**src/rtl/seg7_pkg.sv**
```systemverilog
// ============================================================================
// seg7_pkg : shared types and default constants for the seven-segment chain
// Revision : 1.0
// ============================================================================
`default_nettype none

package seg7_pkg;

  localparam int SEG7_FRAME_W = 64;
  localparam int SEG7_CLK_DIV = 8;

  typedef enum logic [1:0] {
    IDLE  = 2'd0,
    SHIFT = 2'd1,
    DONE  = 2'd2
  } seg7_tx_state_t;

endpackage

`default_nettype wire

```
**src/rtl/seg7_serial_tx_if.sv**
```systemverilog
// ============================================================================
// seg7_serial_tx_if : frame handshake plus seven-segment pin bundle
// Revision : 1.0
// ============================================================================
`default_nettype none

interface seg7_serial_tx_if
  import seg7_pkg::*;
#(
  parameter int WIDTH = SEG7_FRAME_W
);

  logic [WIDTH-1:0] pdata;
  logic             valid;
  logic             ready;
  logic             done;
  logic             seg_clk;
  logic             seg_do;
  logic             seg_pen;
  logic             seg_clr;

  modport master (
    output pdata, valid,
    input  ready, done, seg_clk, seg_do, seg_pen, seg_clr
  );

  modport slave (
    input  pdata, valid,
    output ready, done, seg_clk, seg_do, seg_pen, seg_clr
  );

endinterface

`default_nettype wire

```
**src/rtl/seg7_half_tick.sv**
```systemverilog
// ============================================================================
// seg7_half_tick : CLK_DIV prescaler, one-cycle tick on each half-period wrap
// Revision : 1.0
// ============================================================================
`default_nettype none

module seg7_half_tick
  import seg7_pkg::*;
#(
  parameter int CLK_DIV = SEG7_CLK_DIV
) (
  input  wire logic clk,
  input  wire logic rst_n,
  input  wire logic en_i,
  input  wire logic clr_i,
  output logic      tick_o
);

  localparam int CW = (CLK_DIV > 1) ? $clog2(CLK_DIV) : 1;

  logic [CW-1:0] cnt_q, cnt_d;

  assign tick_o = en_i && (cnt_q == CW'(CLK_DIV - 1));

  always_comb begin
    cnt_d = cnt_q;
    if (clr_i) begin
      cnt_d = '0;
    end else if (en_i) begin
      cnt_d = tick_o ? '0 : cnt_q + 1'b1;
    end
  end

  always_ff @(posedge clk) begin
    if (!rst_n) begin
      cnt_q <= '0;
    end else begin
      cnt_q <= cnt_d;
    end
  end

endmodule

`default_nettype wire

```
**src/rtl/seg7_serial_tx.sv**
```systemverilog
// ============================================================================
// seg7_serial_tx : handshaked, divider-timed MSB-first frame serialiser
// Revision : 1.0
// ============================================================================
`default_nettype none

module seg7_serial_tx
  import seg7_pkg::*;
#(
  parameter int WIDTH   = SEG7_FRAME_W,
  parameter int CLK_DIV = SEG7_CLK_DIV
) (
  input  wire logic        clk,
  input  wire logic        rst_n,
  seg7_serial_tx_if.slave  bus
);

  localparam int BW = $clog2(WIDTH);

  seg7_tx_state_t   state_q, state_d;
  logic [WIDTH-1:0] shreg_q, shreg_d;
  logic [BW-1:0]    bitcnt_q, bitcnt_d;
  logic             seg_clk_q, seg_clk_d;
  logic             seg_pen_q, seg_pen_d;
  logic             done_q, done_d;
  logic             seg_clr_q;
  logic             tick;
  logic             accept;
  logic             fall;
  logic             last;

  seg7_half_tick #(
    .CLK_DIV (CLK_DIV)
  ) u_half_tick (
    .clk    (clk),
    .rst_n  (rst_n),
    .en_i   (state_q == SHIFT),
    .clr_i  (state_q != SHIFT),
    .tick_o (tick)
  );

  assign accept = (state_q == IDLE) && rst_n && bus.valid;
  assign fall   = tick && seg_clk_q;
  assign last   = fall && (bitcnt_q == BW'(WIDTH - 1));

  always_ff @(posedge clk) begin
    if (!rst_n) begin
      state_q <= IDLE;
    end else begin
      state_q <= state_d;
    end
  end

  always_comb begin
    state_d = state_q;
    case (state_q)
      IDLE:    if (accept) state_d = SHIFT;
      SHIFT:   if (last)   state_d = DONE;
      DONE:    state_d = IDLE;
      default: state_d = IDLE;
    endcase
  end

  // The final fall also shifts, leaving the register all-zero so seg_do idles low.
  always_comb begin
    shreg_d   = shreg_q;
    bitcnt_d  = bitcnt_q;
    seg_clk_d = seg_clk_q;
    seg_pen_d = seg_pen_q;
    done_d    = 1'b0;
    case (state_q)
      IDLE: begin
        if (accept) begin
          shreg_d   = bus.pdata;
          bitcnt_d  = '0;
          seg_clk_d = 1'b0;
          seg_pen_d = 1'b0;
        end
      end
      SHIFT: begin
        if (tick) seg_clk_d = ~seg_clk_q;
        if (fall) begin
          shreg_d  = {shreg_q[WIDTH-2:0], 1'b0};
          bitcnt_d = last ? '0 : bitcnt_q + 1'b1;
        end
        if (last) begin
          seg_clk_d = 1'b0;
          seg_pen_d = 1'b1;
          done_d    = 1'b1;
        end
      end
      DONE: begin
        seg_clk_d = 1'b0;
        seg_pen_d = 1'b1;
        bitcnt_d  = '0;
      end
      default: ;
    endcase
  end

  always_ff @(posedge clk) begin
    if (!rst_n) begin
      shreg_q   <= '0;
      bitcnt_q  <= '0;
      seg_clk_q <= 1'b0;
      seg_pen_q <= 1'b1;
      done_q    <= 1'b0;
      seg_clr_q <= 1'b0;
    end else begin
      shreg_q   <= shreg_d;
      bitcnt_q  <= bitcnt_d;
      seg_clk_q <= seg_clk_d;
      seg_pen_q <= seg_pen_d;
      done_q    <= done_d;
      seg_clr_q <= 1'b1;
    end
  end

  assign bus.ready   = (state_q == IDLE) && rst_n;
  assign bus.done    = done_q;
  assign bus.seg_clk = seg_clk_q;
  assign bus.seg_do  = shreg_q[WIDTH-1];
  assign bus.seg_pen = seg_pen_q;
  assign bus.seg_clr = seg_clr_q;

endmodule

`default_nettype wire

```
**src/flat_wrapper.sv**
```systemverilog
// flat-port wrapper written by rule: the top's interface ports become plain ports
module seg7_serial_tx_flat import seg7_pkg::*;
#(
  parameter int WIDTH   = SEG7_FRAME_W,
  parameter int CLK_DIV = SEG7_CLK_DIV
)
  (clk, rst_n, bus_pdata, bus_valid, bus_ready, bus_done, bus_seg_clk, bus_seg_do, bus_seg_pen, bus_seg_clr);
  seg7_serial_tx_if #(.WIDTH(WIDTH)) bus_i ();
  input  wire logic clk;
  input  wire logic rst_n;
  input wire logic [$bits(bus_i.pdata)-1:0] bus_pdata;
  input wire logic [$bits(bus_i.valid)-1:0] bus_valid;
  output wire logic [$bits(bus_i.ready)-1:0] bus_ready;
  output wire logic [$bits(bus_i.done)-1:0] bus_done;
  output wire logic [$bits(bus_i.seg_clk)-1:0] bus_seg_clk;
  output wire logic [$bits(bus_i.seg_do)-1:0] bus_seg_do;
  output wire logic [$bits(bus_i.seg_pen)-1:0] bus_seg_pen;
  output wire logic [$bits(bus_i.seg_clr)-1:0] bus_seg_clr;
  assign bus_i.pdata = bus_pdata;
  assign bus_i.valid = bus_valid;
  assign bus_ready = bus_i.ready;
  assign bus_done = bus_i.done;
  assign bus_seg_clk = bus_i.seg_clk;
  assign bus_seg_do = bus_i.seg_do;
  assign bus_seg_pen = bus_i.seg_pen;
  assign bus_seg_clr = bus_i.seg_clr;
  seg7_serial_tx #(.WIDTH(WIDTH), .CLK_DIV(CLK_DIV)) u_core (.clk(clk), .rst_n(rst_n), .bus(bus_i));
endmodule
```
**config.mk**
```make
export PLATFORM = sky130hd
export DESIGN_NAME = seg7_serial_tx_flat
export DESIGN_NICKNAME = d
export VERILOG_FILES = /design/src/rtl/seg7_pkg.sv /design/src/rtl/seg7_serial_tx_if.sv /design/src/rtl/seg7_half_tick.sv /design/src/rtl/seg7_serial_tx.sv /design/src/flat_wrapper.sv
export SDC_FILE = /design/constraint.sdc
export NUM_CORES = 1
export LEC_CHECK = 0
export CAP_MARGIN = 20
export CORE_UTILIZATION = 51
export DETAILED_ROUTE_END_ITERATION = 10
export PLACE_DENSITY = 0.82
export SYNTH_ARGS = -nofsm -noshare
export SYNTH_HDL_FRONTEND = slang
export SYNTH_SLANG_ARGS = --single-unit
```
**constraint.sdc**
```tcl
create_clock -name clk -period 3.65 [get_ports clk]
set_input_delay 0.5475 -clock clk [delete_from_list [all_inputs] [get_ports clk]]
set_output_delay 0.5475 -clock clk [all_outputs]
set_load 0.1 [all_outputs]
```
; ---- Word-level counts from Yosys, hierarchy flattened
; Index checks and enable logic that the tools add are counted.
[classes]
n_mux = 19
order_cmp = 0
n_reduce_logical = 15
mul = 0
bitwise = 2
div = 0
shifts = 0
addsub = 2
n_eq_ne = 9
[op_table]
columns = operator, count
row1 = $mux W64, 2
row2 = $pmux W64 S2, 1
row3 = $mux W6, 3
row4 = $pmux W6 S3, 1
row5 = $reduce_and A3 Y1, 4
row6 = $ne A2 B1 Y1 const B, 4
row7 = $add A6 B1 Y6 const B, 1
row8 = $eq A6 B6 Y1 const B, 1
row9 = $mux W1, 6
row10 = $pmux W1 S3, 2
row11 = $logic_and A1 B1 Y1, 5
row12 = $mux W2, 2
row13 = $pmux W2 S2, 1
row14 = $reduce_and A2 Y1, 2
row15 = $add A3 B1 Y3 const B, 1
row16 = $eq A3 B3 Y1 const B, 1
row17 = $mux W3, 1
row18 = $ne A3 B1 Y1 const B, 1
row19 = $reduce_bool A3 Y1, 1
row20 = $eq A2 B1 Y1 const B, 1
row21 = $eq A2 B2 Y1 const B, 1
row22 = $logic_not A2 Y1, 1
row23 = $not A1 Y1, 2
row24 = $reduce_bool A2 Y1, 1
row25 = $reduce_or A2 Y1, 1
[word_totals]
mem_bits_ro = 0
ram_bits = 0
latch_bits = 0
output_inout_bits = 6
inputBits = 67
regBits = 79
word_cells = 55
mem_count = 0

; ---- Logic depth before layout (Yosys ltp)
[logic_depth]
word_depth = 7
depth_mapped = 9
depth_no_buf = 6

; ---- Hierarchy
; Synthesis repeated with hierarchy kept, for this count alone.
[unflattened]
cells_unflattened = 384
area_unflattened_um2 = 3910.0
[by_module_without_submodules]
columns = mod, cells_each, area_per_inst_um2, n_inst, seq_area_each_um2
row1 = seg7_serial_tx, 369, 3756.1, 1, 1521.5
row2 = seg7_half_tick, 15, 153.9, 1, 60.1

; ---- Worst setup path after synthesis
; Ideal clock, no wire load.
[synth_timing]
kind = reg-to-reg
startpoint = reg u_core.seg_clk_q, in the netlist u_core.bus.seg_clk
endpoint = reg u_core.shreg_q[10]
setup_slack_ns = 1.358
setup_time_ns = 0.116
path_stages_with_launch = 7
period_less_slack_ns = 2.292
arrival_ns = 2.176
path_cell_list = dfxtp_1 > a21boi_1 > nor3_1 > buf_2 > clkbuf_1 > nand2_1 > o211a_1
[synth_between]
elab_chain_len = 3
[synth_rtl]
columns = element, line
row1 = start: declaration, seg7_serial_tx.sv:23  ; logic seg_clk_q, seg_clk_d;
row2 = start signal: assignment, seg7_serial_tx.sv:112  ; seg_clk_q <= seg_clk_d;
row3 = $logic_and A1 B1 Y1, seg7_serial_tx.sv:43  ; assign fall = tick && seg_clk_q;
row4 = $ne A2 B1 Y1 (no line), n/a
row5 = $reduce_and A3 Y1 (no line), n/a
row6 = end signal: assignment, seg7_serial_tx.sv:110  ; shreg_q <= shreg_d;
row7 = end: declaration, seg7_serial_tx.sv:21  ; logic [WIDTH-1:0] shreg_q, shreg_d;
; No other way between the ends.
; A chain may end at the register's enable or synchronous reset.

; ---- Worst setup path in the final report
[layout_timing]
startpoint = reg u_core.seg_clk_q, in the netlist u_core.bus.seg_clk
endpoint = out bus_seg_clk
[layout_lines]
columns = element, line
row1 = end: declaration, flat_wrapper.sv:15  ; output wire logic [$bits(bus_i.seg_clk)-1:0] bus_seg_clk;
; No word-level cell between the ends.

==> key figures <==
Power and ir drop
  • Total design power: between 2 and 2.5 mW
  • Static leakage power: 2.32 nW
  • Cell Pwr Density: roughly 480 nW/um^2
  • Peak ir drop on the vdd network: between 200 and 250 uV

Status
  • Run status: completed

CTS
  • CTS H-Tree Depth: 3
  • Clock Latency Late Sink: between 0.3 and 0.4 ns
  • Clock Sink Count: just under 80
  • Count of cells resized by post-cts repair: 0
  • Clock slew at reported path FFs: around 0.080 ns
  • Setup bufs post-CTS: 0
  • Hold_buf cts: 0
  • Clock tree from TritonCTS: built
  • Maximum count of clock buffers along a single path: 2
  • Clock tree root buffer cell: sky130_fd_sc_hd__clkbuf_8
  • Total clock buffers created by CTS: 9

Worst setup path
  • Data arrival, critical path: about 1.9 ns
  • Top Family by Delay on Critical Path: buffers and inverters
  • Required time of the critical path: around 3.1 ns
  • Critical-path cell list: clkdlybuf4s50_1
  • Critical Path Start Type: flop
  • Critical-path top delay cell: sky130_fd_sc_hd__clkdlybuf4s50_1
  • Delay of the slowest cell on the worst path: approximately 1.2 ns
  • Worst setup EP type: output port
  • Path type of the worst setup path: flop to output port
  • Maximum fanout encountered on the critical timing path: 6
  • Buffers and inverters on the worst path: 1

Floorplan
  • Horizontal die dimension: between 80 and 90 um
  • Initial core utilization: about 53%
  • Die Footprint: approximately 7500 um^2
  • Total core area: 6830 um^2
  • Number of top-level pins: 73
  • Cell row count: 30
  • Die extent in y: a little under 90 um

Synth
  • Most frequent cells after synthesis: sky130_fd_sc_hd__dfxtp_1 (79), sky130_fd_sc_hd__nand2_1 (68), sky130_fd_sc_hd__mux2i_1 (63), sky130_fd_sc_hd__o211a_1 (63), sky130_fd_sc_hd__clkbuf_1 (20)
  • Count of flip-flops with a built-in enable after synthesis: 0
  • Ys async rst share: 0%
  • Fraction of synthesized cell area taken by the top area cell type: 43.5%
  • Total number of yosys warnings: 0
  • Most common cell in the netlist: sky130_fd_sc_hd__dfxtp_1
  • Largest cells by area after synthesis: sky130_fd_sc_hd__dfxtp_1 (43%), sky130_fd_sc_hd__mux2i_1 (17%), sky130_fd_sc_hd__o211a_1 (17%), sky130_fd_sc_hd__nand2_1 (7.0%), sky130_fd_sc_hd__clkbuf_1 (2.1%)
  • Top_reg_cell synth: sky130_fd_sc_hd__dfxtp_1
  • Syn Nets: ~440
  • Cell type with the largest total area after synthesis: sky130_fd_sc_hd__dfxtp_1
  • Post-synthesis cell count: ~360
  • Unique cell type count in the Yosys netlist: 33
  • Register bit count reported by yosys: 79
  • Netlist area before placement: between 3000 and 4000 um^2
  • Synthesized area divided by synthesized cell count: between 9 and 10 um^2
  • Sequential cell area fraction in the yosys report: a little over two fifths

Finish
  • Number of antenna cells inserted: 0
  • Share of post-route cells with drive strength above 1: approximately 5.9%
  • Area growth from synthesis to layout: 27.1%
  • Layout net count: just under 500

STA
  • Fin Setup TNS: 0 ns
  • Slew of the pin with the lowest slew margin: 0.964 ns
  • Unrepaired setup endpoints after global routing: false
  • F_max: 0.402 GHz
  • Ratio of final minimum period to clock period: about two thirds
  • Slew Limit Fails: 0
  • Worst clock skew: about 0.010 ns
  • Number of setup violations in the final report: 0
  • Endpoints failing hold: 0
  • Post-route worst hold slack: approximately 0.44 ns
  • Minimum clock period after layout: 2.49 ns
  • Relative slew slack: ~36%

Job
  • Max_cap viols: 0

Route
  • ANT nets after route: 0
  • Final wirelength: around 7000 um
  • Detailed Route Iter0 Violations: 137
  • DR DRC count: 0
  • Post-detailed-route via-to-cell ratio: around 5.5
  • Post-detailed-route wirelength per cell: ~13 um
  • Total vias in the final route: roughly 2,800
  • First-pass iteration count of the detailed router: 4

Global routing
  • Number of antenna violations at the first check in global routing: 0
  • Vias in the first global route: between 2,000 and 3,000
  • Global-route total usage across every layer: between 20% and 30%
  • Total congestion overflow after global routing: 0
  • Pin count of the biggest net entering global routing: about 90
  • Global-route wire length before repair: between 10,000 and 15,000 um

Min path
  • Hold crit path type: flop to flop

Place
  • Final weighted congestion in routability-driven placement: 0.855
  • Half-perimeter wire length after detailed placement: roughly 4500 um
  • Total of buffers placed on input and output ports: 72
==> cells by family (layout without fill, tap and decap cells) <==
group,after synthesis,after routing,share of synthesized area (%)
flops,79,79,43.5
fa+ha+maj,6,6,2.06
xor+xnor,3,3,0.722
mux,63,63,17.3
compound gates,81,81,20.6
buf+inv,35,96,3.99
simple gates,97,97,11.8
==> placed cells by master, fill, tap and decap left out, types with 2 or more instances in the layout <==
| cell type | netlist | layout |
|---|---|---|
| sky130_fd_sc_hd__nand3_1 | 3 | 3 |
| sky130_fd_sc_hd__nand4b_1 | 2 | 2 |
| sky130_fd_sc_hd__nor4_1 | 2 | 2 |
| sky130_fd_sc_hd__inv_1 | 4 | 4 |
| sky130_fd_sc_hd__dfxtp_1 | 79 | 79 |
| sky130_fd_sc_hd__nor2_1 | 6 | 6 |
| sky130_fd_sc_hd__clkbuf_8 | 0 | 11 |
| sky130_fd_sc_hd__a21oi_1 | 4 | 4 |
| sky130_fd_sc_hd__a21boi_0 | 2 | 2 |
| sky130_fd_sc_hd__nand2b_1 | 3 | 3 |
| sky130_fd_sc_hd__o21ai_0 | 5 | 5 |
| sky130_fd_sc_hd__nor3_1 | 3 | 2 |
| sky130_fd_sc_hd__nand2_1 | 68 | 68 |
| sky130_fd_sc_hd__o211a_1 | 63 | 63 |
| sky130_fd_sc_hd__bufinv_16 | 0 | 2 |
| sky130_fd_sc_hd__xnor2_1 | 3 | 3 |
| sky130_fd_sc_hd__clkbuf_1 | 20 | 2 |
| sky130_fd_sc_hd__clkdlybuf4s50_1 | 0 | 70 |
| sky130_fd_sc_hd__buf_4 | 0 | 4 |
| sky130_fd_sc_hd__a21boi_1 | 3 | 3 |
| sky130_fd_sc_hd__ha_1 | 6 | 5 |
| sky130_fd_sc_hd__mux2i_1 | 63 | 63 |
==> metal layers <==
metal | share of wire, % | wire length [um] | global-route usage [%]
met1 | 47 | 3270 | 27.5
met2 | 48 | 3350 | 31.6
met4 | 1.5 | 102 | 9.09
met5 | 0 | 0 | 0
met3 | 4.4 | 312 | 4.10
==> power breakdown <==
part | total, mW | internal (mW) | switching [mW]
combinational | 0.464 | 0.232 | 0.232
clock | 0.725 | 0.423 | 0.303
sequential | 1.02 | 0.964 | 0.0537
total | 2.21 | 1.62 | 0.589
==> sequential cells by signal, indices dropped and copies added (netlist names) <==
name	count
u_core.bitcnt_q	6
u_core.bus.done	1
u_core.bus.seg_clk	1
u_core.bus.seg_clr	1
u_core.bus.seg_pen	1
u_core.shreg_q	64
u_core.state_q	2
u_core.u_half_tick.cnt_q	3
==> final timing paths <==
check / startpoint / endpoint / slack, ns / depth (start not counted)
worst min register to register: u_core.u_half_tick.cnt_q[0]$_SDFFE_PN0P_ / u_core.u_half_tick.cnt_q[0]$_SDFFE_PN0P_ / 0.44 / 1
worst max register to register: u_core.state_q[1]$_SDFFE_PN0P_ / u_core.shreg_q[0]$_SDFFE_PN0P_ / 1.27 / 7
worst max-delay path: u_core.bus.seg_clk$_SDFFE_PN0P_ / bus_seg_clk / 1.16 / 1
worst min-delay path: u_core.u_half_tick.cnt_q[0]$_SDFFE_PN0P_ / u_core.u_half_tick.cnt_q[0]$_SDFFE_PN0P_ / 0.44 / 1
==> final cells by class <==
cell class / instances / area [um^2]
sequential: 79 / 1580
fill: 559 / 2200
clock buffer: 13 / 159
timing repair buffer: 76 / 756
multi-input combinational: 250 / 1930
tap: 96 / 120
clock inverter: 3 / 65.1
inverter: 4 / 15.0
==> metrics by stage <==
step	utilization (%)	setup WS [ns]	cell area, um^2	std cells
floorplan	-	1.36	3640	364
global placement	64.5	1.35	4400	505
detailed placement	64.5	1.26	4400	505
CTS	67.7	1.16	4630	521
global route	67.7	1.12	4630	521
finish	67.7	1.16	4630	521
Note: power is estimated with default switching activity, not from simulation.
